<file path="src/rtl/inst_fetch.sv">
// Instruction fetch stage: one-entry last-fetch buffer with a req/ack miss path to instruction memory.
// Defining INST_FETCH_ICACHE_EN adds a direct-mapped cache of 2^ICACHE_IDX one-word lines.
module inst_fetch #(
  parameter int unsigned MEM_TIMEOUT = 255,
  parameter int unsigned ICACHE_IDX  = 3
) (
  input  logic        clk_cpu,
  input  logic        reset,
  input  logic [31:0] pc,
  input  logic        icache_flush,
  output logic [31:0] inst,
  output logic        inst_valid,
  output logic        stall,
  output logic        fetch_err,
  output logic        mem_req,
  output logic [31:0] mem_addr,
  input  logic        mem_ack,
  input  logic [31:0] mem_rdata
);

  localparam int unsigned CNT_W = ($clog2(MEM_TIMEOUT + 1) > 8) ? $clog2(MEM_TIMEOUT + 1) : 8;
  localparam logic [CNT_W-1:0] CNT_LAST = CNT_W'(MEM_TIMEOUT - 1);

  typedef enum logic [0:0] {
    IDLE = 1'b0,
    REQ  = 1'b1
  } state_t;

  state_t           state_r;
  state_t           state_nxt_s;
  logic [31:0]      f_addr_r;
  logic [31:0]      f_data_r;
  logic             f_valid_r;
  logic             f_err_r;
  logic [CNT_W-1:0] cnt_r;

  logic             aligned_s;
  logic             buf_hit_s;
  logic             cache_hit_s;
  logic [31:0]      cache_data_s;
  logic             start_s;
  logic             fill_s;
  logic             timeout_s;

  assign aligned_s = (pc[1:0] == 2'b00);
  assign buf_hit_s = f_valid_r && (f_addr_r == pc);
  // mem_req is high exactly while in REQ, so an ack anywhere else is ignored.
  assign fill_s    = (state_r == REQ) && mem_ack;
  assign timeout_s = (state_r == REQ) && !mem_ack && (cnt_r == CNT_LAST);

  // Hit/miss decode, fetch outputs and next state.
  always_comb begin
    state_nxt_s = state_r;
    inst        = 32'h0;
    inst_valid  = 1'b0;
    stall       = 1'b0;
    fetch_err   = 1'b0;
    start_s     = 1'b0;
    case (state_r)
      IDLE: begin
        if (!aligned_s) begin
          inst_valid = 1'b1;
          fetch_err  = 1'b1;
        end else if (buf_hit_s) begin
          inst       = f_data_r;
          inst_valid = 1'b1;
          fetch_err  = f_err_r;
        end else if (cache_hit_s) begin
          inst       = cache_data_s;
          inst_valid = 1'b1;
        end else begin
          stall       = 1'b1;
          start_s     = 1'b1;
          state_nxt_s = REQ;
        end
      end
      REQ: begin
        stall = 1'b1;
        if (fill_s || timeout_s) begin
          state_nxt_s = IDLE;
        end else begin
          state_nxt_s = REQ;
        end
      end
      default: begin
        stall       = 1'b1;
        state_nxt_s = IDLE;
      end
    endcase
  end

  // Bus request launch, completion or timeout, and the last-fetch buffer.
  always_ff @(posedge clk_cpu or posedge reset) begin
    if (reset) begin
      state_r   <= IDLE;
      f_addr_r  <= 32'h0;
      f_data_r  <= 32'h0;
      f_valid_r <= 1'b0;
      f_err_r   <= 1'b0;
      cnt_r     <= {CNT_W{1'b0}};
      mem_req   <= 1'b0;
      mem_addr  <= 32'h0;
    end else begin
      state_r <= state_nxt_s;
      if (start_s) begin
        // Invalidate the buffer so the overwritten f_addr cannot alias old data.
        f_addr_r  <= pc;
        f_valid_r <= 1'b0;
        f_err_r   <= 1'b0;
        cnt_r     <= {CNT_W{1'b0}};
        mem_req   <= 1'b1;
        mem_addr  <= {pc[31:2], 2'b00};
      end else if (fill_s) begin
        f_data_r  <= mem_rdata;
        f_valid_r <= 1'b1;
        f_err_r   <= 1'b0;
        mem_req   <= 1'b0;
      end else if (timeout_s) begin
        f_data_r  <= 32'h0;
        f_valid_r <= !icache_flush;
        f_err_r   <= 1'b1;
        mem_req   <= 1'b0;
      end else begin
        if (state_r == REQ) begin
          cnt_r <= cnt_r + CNT_W'(1);
        end
        if (icache_flush) begin
          f_valid_r <= 1'b0;
        end
      end
    end
  end

`ifdef INST_FETCH_ICACHE_EN
  localparam int unsigned LINES = 1 << ICACHE_IDX;
  localparam int unsigned TAG_W = 30 - ICACHE_IDX;

  logic [TAG_W-1:0]      tag_r  [LINES];
  logic [31:0]           data_r [LINES];
  logic [LINES-1:0]      line_valid_r;
  logic [ICACHE_IDX-1:0] rd_idx_s;
  logic [ICACHE_IDX-1:0] wr_idx_s;

  assign rd_idx_s     = pc[ICACHE_IDX+1:2];
  assign wr_idx_s     = f_addr_r[ICACHE_IDX+1:2];
  assign cache_hit_s  = line_valid_r[rd_idx_s] && (tag_r[rd_idx_s] == pc[31:ICACHE_IDX+2]);
  assign cache_data_s = data_r[rd_idx_s];

  // Line valid bits; a flush on the fill edge wins over the fill.
  always_ff @(posedge clk_cpu or posedge reset) begin
    if (reset) begin
      line_valid_r <= {LINES{1'b0}};
    end else if (icache_flush) begin
      line_valid_r <= {LINES{1'b0}};
    end else if (fill_s) begin
      line_valid_r[wr_idx_s] <= 1'b1;
    end
  end

  // Tag and data storage, written only on an acked fill.
  always_ff @(posedge clk_cpu) begin
    if (fill_s) begin
      tag_r[wr_idx_s]  <= f_addr_r[31:ICACHE_IDX+2];
      data_r[wr_idx_s] <= mem_rdata;
    end
  end
`else
  logic [ICACHE_IDX-1:0] unused_idx_s;

  assign cache_hit_s  = 1'b0;
  assign cache_data_s = 32'h0;
  // Keeps ICACHE_IDX referenced in the buffer-only build.
  assign unused_idx_s = pc[ICACHE_IDX+1:2];
`endif

endmodule

</file>
<file path="config.mk">
export PLATFORM = sky130hd
export DESIGN_NAME = inst_fetch
export DESIGN_NICKNAME = d
export VERILOG_FILES = /design/src/rtl/inst_fetch.sv
export SDC_FILE = /design/constraint.sdc
export NUM_CORES = 1
export LEC_CHECK = 0
export CAP_MARGIN = 20
export CORE_MARGIN = 2
export CORE_UTILIZATION = 25
export CTS_CLUSTER_DIAMETER = 120
export DETAILED_ROUTE_END_ITERATION = 16
export MAX_ROUTING_LAYER = met4
export PLACE_DENSITY_LB_ADDON = 0.15
export SETUP_SLACK_MARGIN = 0.05
export SLEW_MARGIN = 20
export SYNTH_ARGS = -nofsm -noshare
export SYNTH_HDL_FRONTEND = slang
export SYNTH_SLANG_ARGS = --single-unit
</file>
<file path="constraint.sdc">
create_clock -name clk_cpu -period 6.9 [get_ports clk_cpu]
set_input_delay 1.035 -clock clk_cpu [delete_from_list [all_inputs] [get_ports clk_cpu]]
set_output_delay 1.035 -clock clk_cpu [all_outputs]
set_load 0.02 [all_outputs]
</file>
# Word level (Yosys, flattened, before mapping)
# Cells that the tools add are included.
# op_classes
n_eq_ne	4
muxes	31
n_reduce_logical	14
n_bitwise	2
add_sub_neg	1
# ops
op	n
two-way mux 32 bit	5
equality test 32 bit	1
two-way mux 8 bit	4
two-way mux 1 bit	20
adder 8 x 1 -> 8 bit (second input constant)	1
equality test 8 bit (second input constant)	1
logical AND 1 bit	4
inequality test 2 bit (second input constant)	2
case mux 1 bit (2 select lines)	2
nonzero test 2 bit	2
nonzero test 4 bit	1
AND reduction 3 bit	1
nonzero test 3 bit	1
zero test 1 bit	2
zero test 2 bit	1
NOT 1 bit	2
AND reduction 2 bit	1
logical OR 1 bit	1
# word_totals
out_inout_bits	68
in_bits	68
ff_bits	106

# Depth between registers and ports, before layout
# depth
ltp_word	7
depth_mapped	9
depth_no_buf	8

# Least setup slack after synthesis
# Ideal clock, no wire load.
# synth_timing
kind	input to output
startpoint	in pc[7]
endpoint	out fetch_err
path_buffers	1
arrival_time_ns	2.848
cell_stages	7
path_slack_ns	3.017
path_cell_list	nor2b_1 > a2111oi_4 > nand4_1 > nor4_4 > clkbuf_1 > nand2_1 > a21oi_1
# synth_via
elab_chain_len	5
# synth_lines
element	line_no	source
start: declaration	9	input logic [31:0] pc,
equality test 32 bit	46	assign buf_hit_s = f_valid_r && (f_addr_r == pc);
logical AND 1 bit	46	
two-way mux 1 bit	64	end else if (buf_hit_s) begin
two-way mux 1 bit	61	if (!aligned_s) begin
two-way mux 1 bit	59	case (state_r)
end: declaration	14	output logic fetch_err,
# Every way passes these cells.

# Worst setup path after layout
# layout_timing
startpoint	in pc[28]
endpoint	out inst_valid
# layout_via
elab_chain_len	5
# layout_lines
element	line_no	source
equality test 32 bit	46	
logical AND 1 bit	46	
two-way mux 1 bit	64	
two-way mux 1 bit	61	
two-way mux 1 bit	59	
end: declaration	12	output logic inst_valid,
# Every way passes these cells.

==> impl_metrics.json <==
{
  "outcome": "complete, no violations",
  "met2_wirelength_mm": 4.68,
  "synth_area_um2": 3980,
  "syn_inst": 366,
  "die_x_um": 130,
  "slew_headroom": 0.519,
  "comb_power_share": 0.393,
  "p_sw_frac": 0.362,
  "whs_path_depth": 2,
  "cp.required_ns": 5.86,
  "initial_core_util": 0.253,
  "finalHoldViolations": 0,
  "cts_setup_buffers": 0,
  "gp_congestion": 0.710,
  "overflow": 0,
  "fin_setup_tns_ns": 0,
  "fin_skew_ns": 0.00656,
  "dp_hpwl_mm": 7.25,
  "dp.cells": 667,
  "synth.top_cells.by_area": "dfrtp_1 (48%), a22o_1 (7.0%), mux2_1 (6.8%), buf_4 (6.0%), and3_1 (5.2%)",
  "slew_violations": 0,
  "ctsHtreeMaxLevel": 3,
  "irDropWorstVdd_mv": 0.113,
  "wire_per_inst_um": 15.9,
  "crit_chain": "clkdlybuf4s50_1 -> xor2_1 -> nor4_1 -> nand4_1 -> nor4_4 -> buf_4 -> o31ai_1 -> inv_1 -> clkdlybuf4s50_1",
  "fin_crit_sh": 0.740,
  "drive_gt1_frac": 0.0620,
  "syn_area_per_cell_um2": 10.9,
  "yosysTopAreaCellShare": 0.478,
  "critPathLaunchType": "primary input",
  "grt_first_pass_wirelength_mm": 17.5,
  "ioPinCount": 136,
  "path_common_cell": "clkdlybuf4s50_1",
  "hp-class": "register to register",
  "wl_met3_um": 886,
  "fin_crit_ns": 5.11,
  "cp-end-kind": "output pin",
  "slowest_delay_ns": 0.60,
  "finalNonFillerCells": 684,
  "num_rows": 46,
  "numCtsBuffers": 9,
  "coreArea_um2": 15700,
  "antenna_found_initial": 0,
  "power.share.clock": 0.219,
  "die_area_um2": 16900,
  "maxCapViolCount": 0,
  "p_total_mw": 2.07,
  "arrival_ns": 4.07,
  "p_leak_nw": 2.45,
  "grt_max_degree": 77,
  "drt-initial-drc-count": 125,
  "fin_nets": 533,
  "area_growth_pct": 40.8,
  "wl_mm": 10.9,
  "track_usage": 0.138,
  "synth_top_cell_by_area": "dfrtp_1",
  "topRoutingLayerUsed": "met4",
  "num_vias": 3099,
  "ys_ff_latch": 76,
  "cts_tree": "built",
  "clkTransAtPathRegs_ns": 0.06,
  "setup_viol": 0,
  "path_class": "primary input to output pin",
  "rsz0062_at_grt": "no",
  "drt-vias-per-instance": 4.53,
  "internal-power_mw": 1.32,
  "synth.distinct_cells": 47,
  "grt_pass1_vias": 3291,
  "fillerInstances": 1584,
  "worstSkewPairLatency_ns": 0.34,
  "ys.warnings.count": 0,
  "cts_sinks": 76,
  "drt_first_pass_iters": 4,
  "p_sw_uw": 747,
  "antenna_cells": 0,
  "fmax_ghz": 0.196,
  "seqPwrFrac": 0.388,
  "cts_root_buffer": "clkbuf_16",
  "ctsHoldBuffers": 0,
  "cp_max_fo": 44,
  "clk_path_buf_depth": 2,
  "wirelength_met1_mm": 5.22,
  "ys_seq_area_frac": 0.478,
  "rr_worst_depth": 7,
  "drtAntennaViolNets": 0,
  "finalInstanceArea_um2": 5600,
  "power.density_nw_per_um2": 369,
  "placed_area_um2": 5280,
  "slowest_stage": "clkdlybuf4s50_1",
  "die_y_um": 130,
  "io_buffer_count": 133,
  "drc": 0,
  "ctsResizeCount": 0,
  "worst_slew_pin_slew_ns": 0.719
}
==> logic make-up after synthesis <==
kind of cell,Yosys count,share of synthesized area
other cells,1,0.000943
compound gates,76,0.156
buf+inv,65,0.0991
flops,76,0.478
simple gates,99,0.140
xor+xnor,22,0.0485
fa+ha+maj,2,0.00629
mux,25,0.0705
==> layout make-up <==
class | instances | area, um2 | area share
Clock buffer | 11 | 253 | 0.0451
Clock inverter | 5 | 35.0 | 0.00626
Inverter | 12 | 46.3 | 0.00827
Multi-Input combinational cell | 226 | 1700 | 0.304
Sequential cell | 76 | 1900 | 0.340
Tap cell | 216 | 270 | 0.0483
Timing Repair Buffer | 138 | 1390 | 0.249
==> synthesized netlist by cell type (all sizes together) <==
library cell,number
a22o,32
nor4,5
a22oi,1
o211a,2
nand4,7
nor2b,8
mux2i,1
o311ai,1
a32oi,1
o221a,1
o211ai,1
a2111oi,2
or3,1
buf,37
o21bai,1
ha,2
a2111o,2
dfrtp,76
and3,33
mux2,24
o21ai,10
nand3,3
nand2,21
a21boi,1
nor3,6
o21a,1
conb,1
a31oi,3
inv,12
o31ai,4
or2b,1
nor2,6
xor2,19
and2,4
a221oi,2
o2111a,1
o221ai,2
o2bb2ai,1
xnor2,3
nand2b,4
clkbuf,16
a21oi,7
==> flip-flops by register name (all words and copies together), names as in the netlist <==
register and count:
f_err_r 1, f_valid_r 1, f_data_r 32, state_r 1, cnt_r 8, f_addr_r 32, mem_req 1
==> worst max-delay path, delay by kind of cell <==
family	cells	cell delay, ns
AOI/OAI and AO/OA	1	0.24
xor gates and xnor gates	1	0.17
buffers and inverters	4	1.54
and+or+nand+nor	3	1.08
==> final timing paths <==
check | slack, ns | from | end
min in group asynchronous | 1.21 | reset | f_data_r[21]$_DFFE_PP0P_
worst min register to register | 0.49 | mem_req$_DFFE_PP0P_ | mem_req$_DFFE_PP0P_
worst min-delay path | 0.49 | mem_req$_DFFE_PP0P_ | mem_req$_DFFE_PP0P_
worst max register to register | 3.66 | f_addr_r[28]$_DFFE_PP0N_ | f_addr_r[21]$_DFFE_PP0N_
worst max-delay path | 1.79 | pc[28] | inst_valid
max in group asynchronous | 5.19 | reset | f_addr_r[1]$_DFFE_PP0N_
==> metrics by stage <==
| step | hold slack, ns | setup WS [ns] | util |
|---|---|---|---|
| 6_report | 0.486 | 1.79 | 0.356 |
| 5_1_grt | 0.503 | 1.58 | 0.356 |
| 4_1_cts | 0.490 | 1.74 | 0.354 |
| 3_5_place_dp | 0.466 | 1.75 | 0.336 |
| 3_3_place_gp | 0.461 | 1.79 | 0.336 |
| 2_1_floorplan | 0.458 | 3.02 | - |
==> power groups by stage <==
stage	logic, mW	clock network [mW]	registers [mW]
after floorplan	0.626	0	0.759
after global placement	0.805	0	0.801
after detailed placement	0.817	0	0.802
after CTS	0.815	0.472	0.802
after global routing	0.890	0.492	0.834
final	0.811	0.452	0.802
==> routing by layer <==
layer | vias to the layer above | GRT usage
met4 | 0 | 0.0474
met3 | 8 | 0.0426
met1 | 1493 | 0.181
met5 | - | -
met2 | 111 | 0.203
li1 | 1487 | -
==> cells in the final DEF (no fill, tap or decap), types with 8 or more instances in the layout <==
cell / count
clkdlybuf4s50_1: 133
dfrtp_1: 76
and3_1: 33
a22o_1: 32
mux2_1: 24
nand2_1: 21
xor2_1: 19
inv_1: 11
o21ai_0: 9
clkbuf_16: 9
nor2b_1: 8
Note: power is estimated with default switching activity, not from simulation.
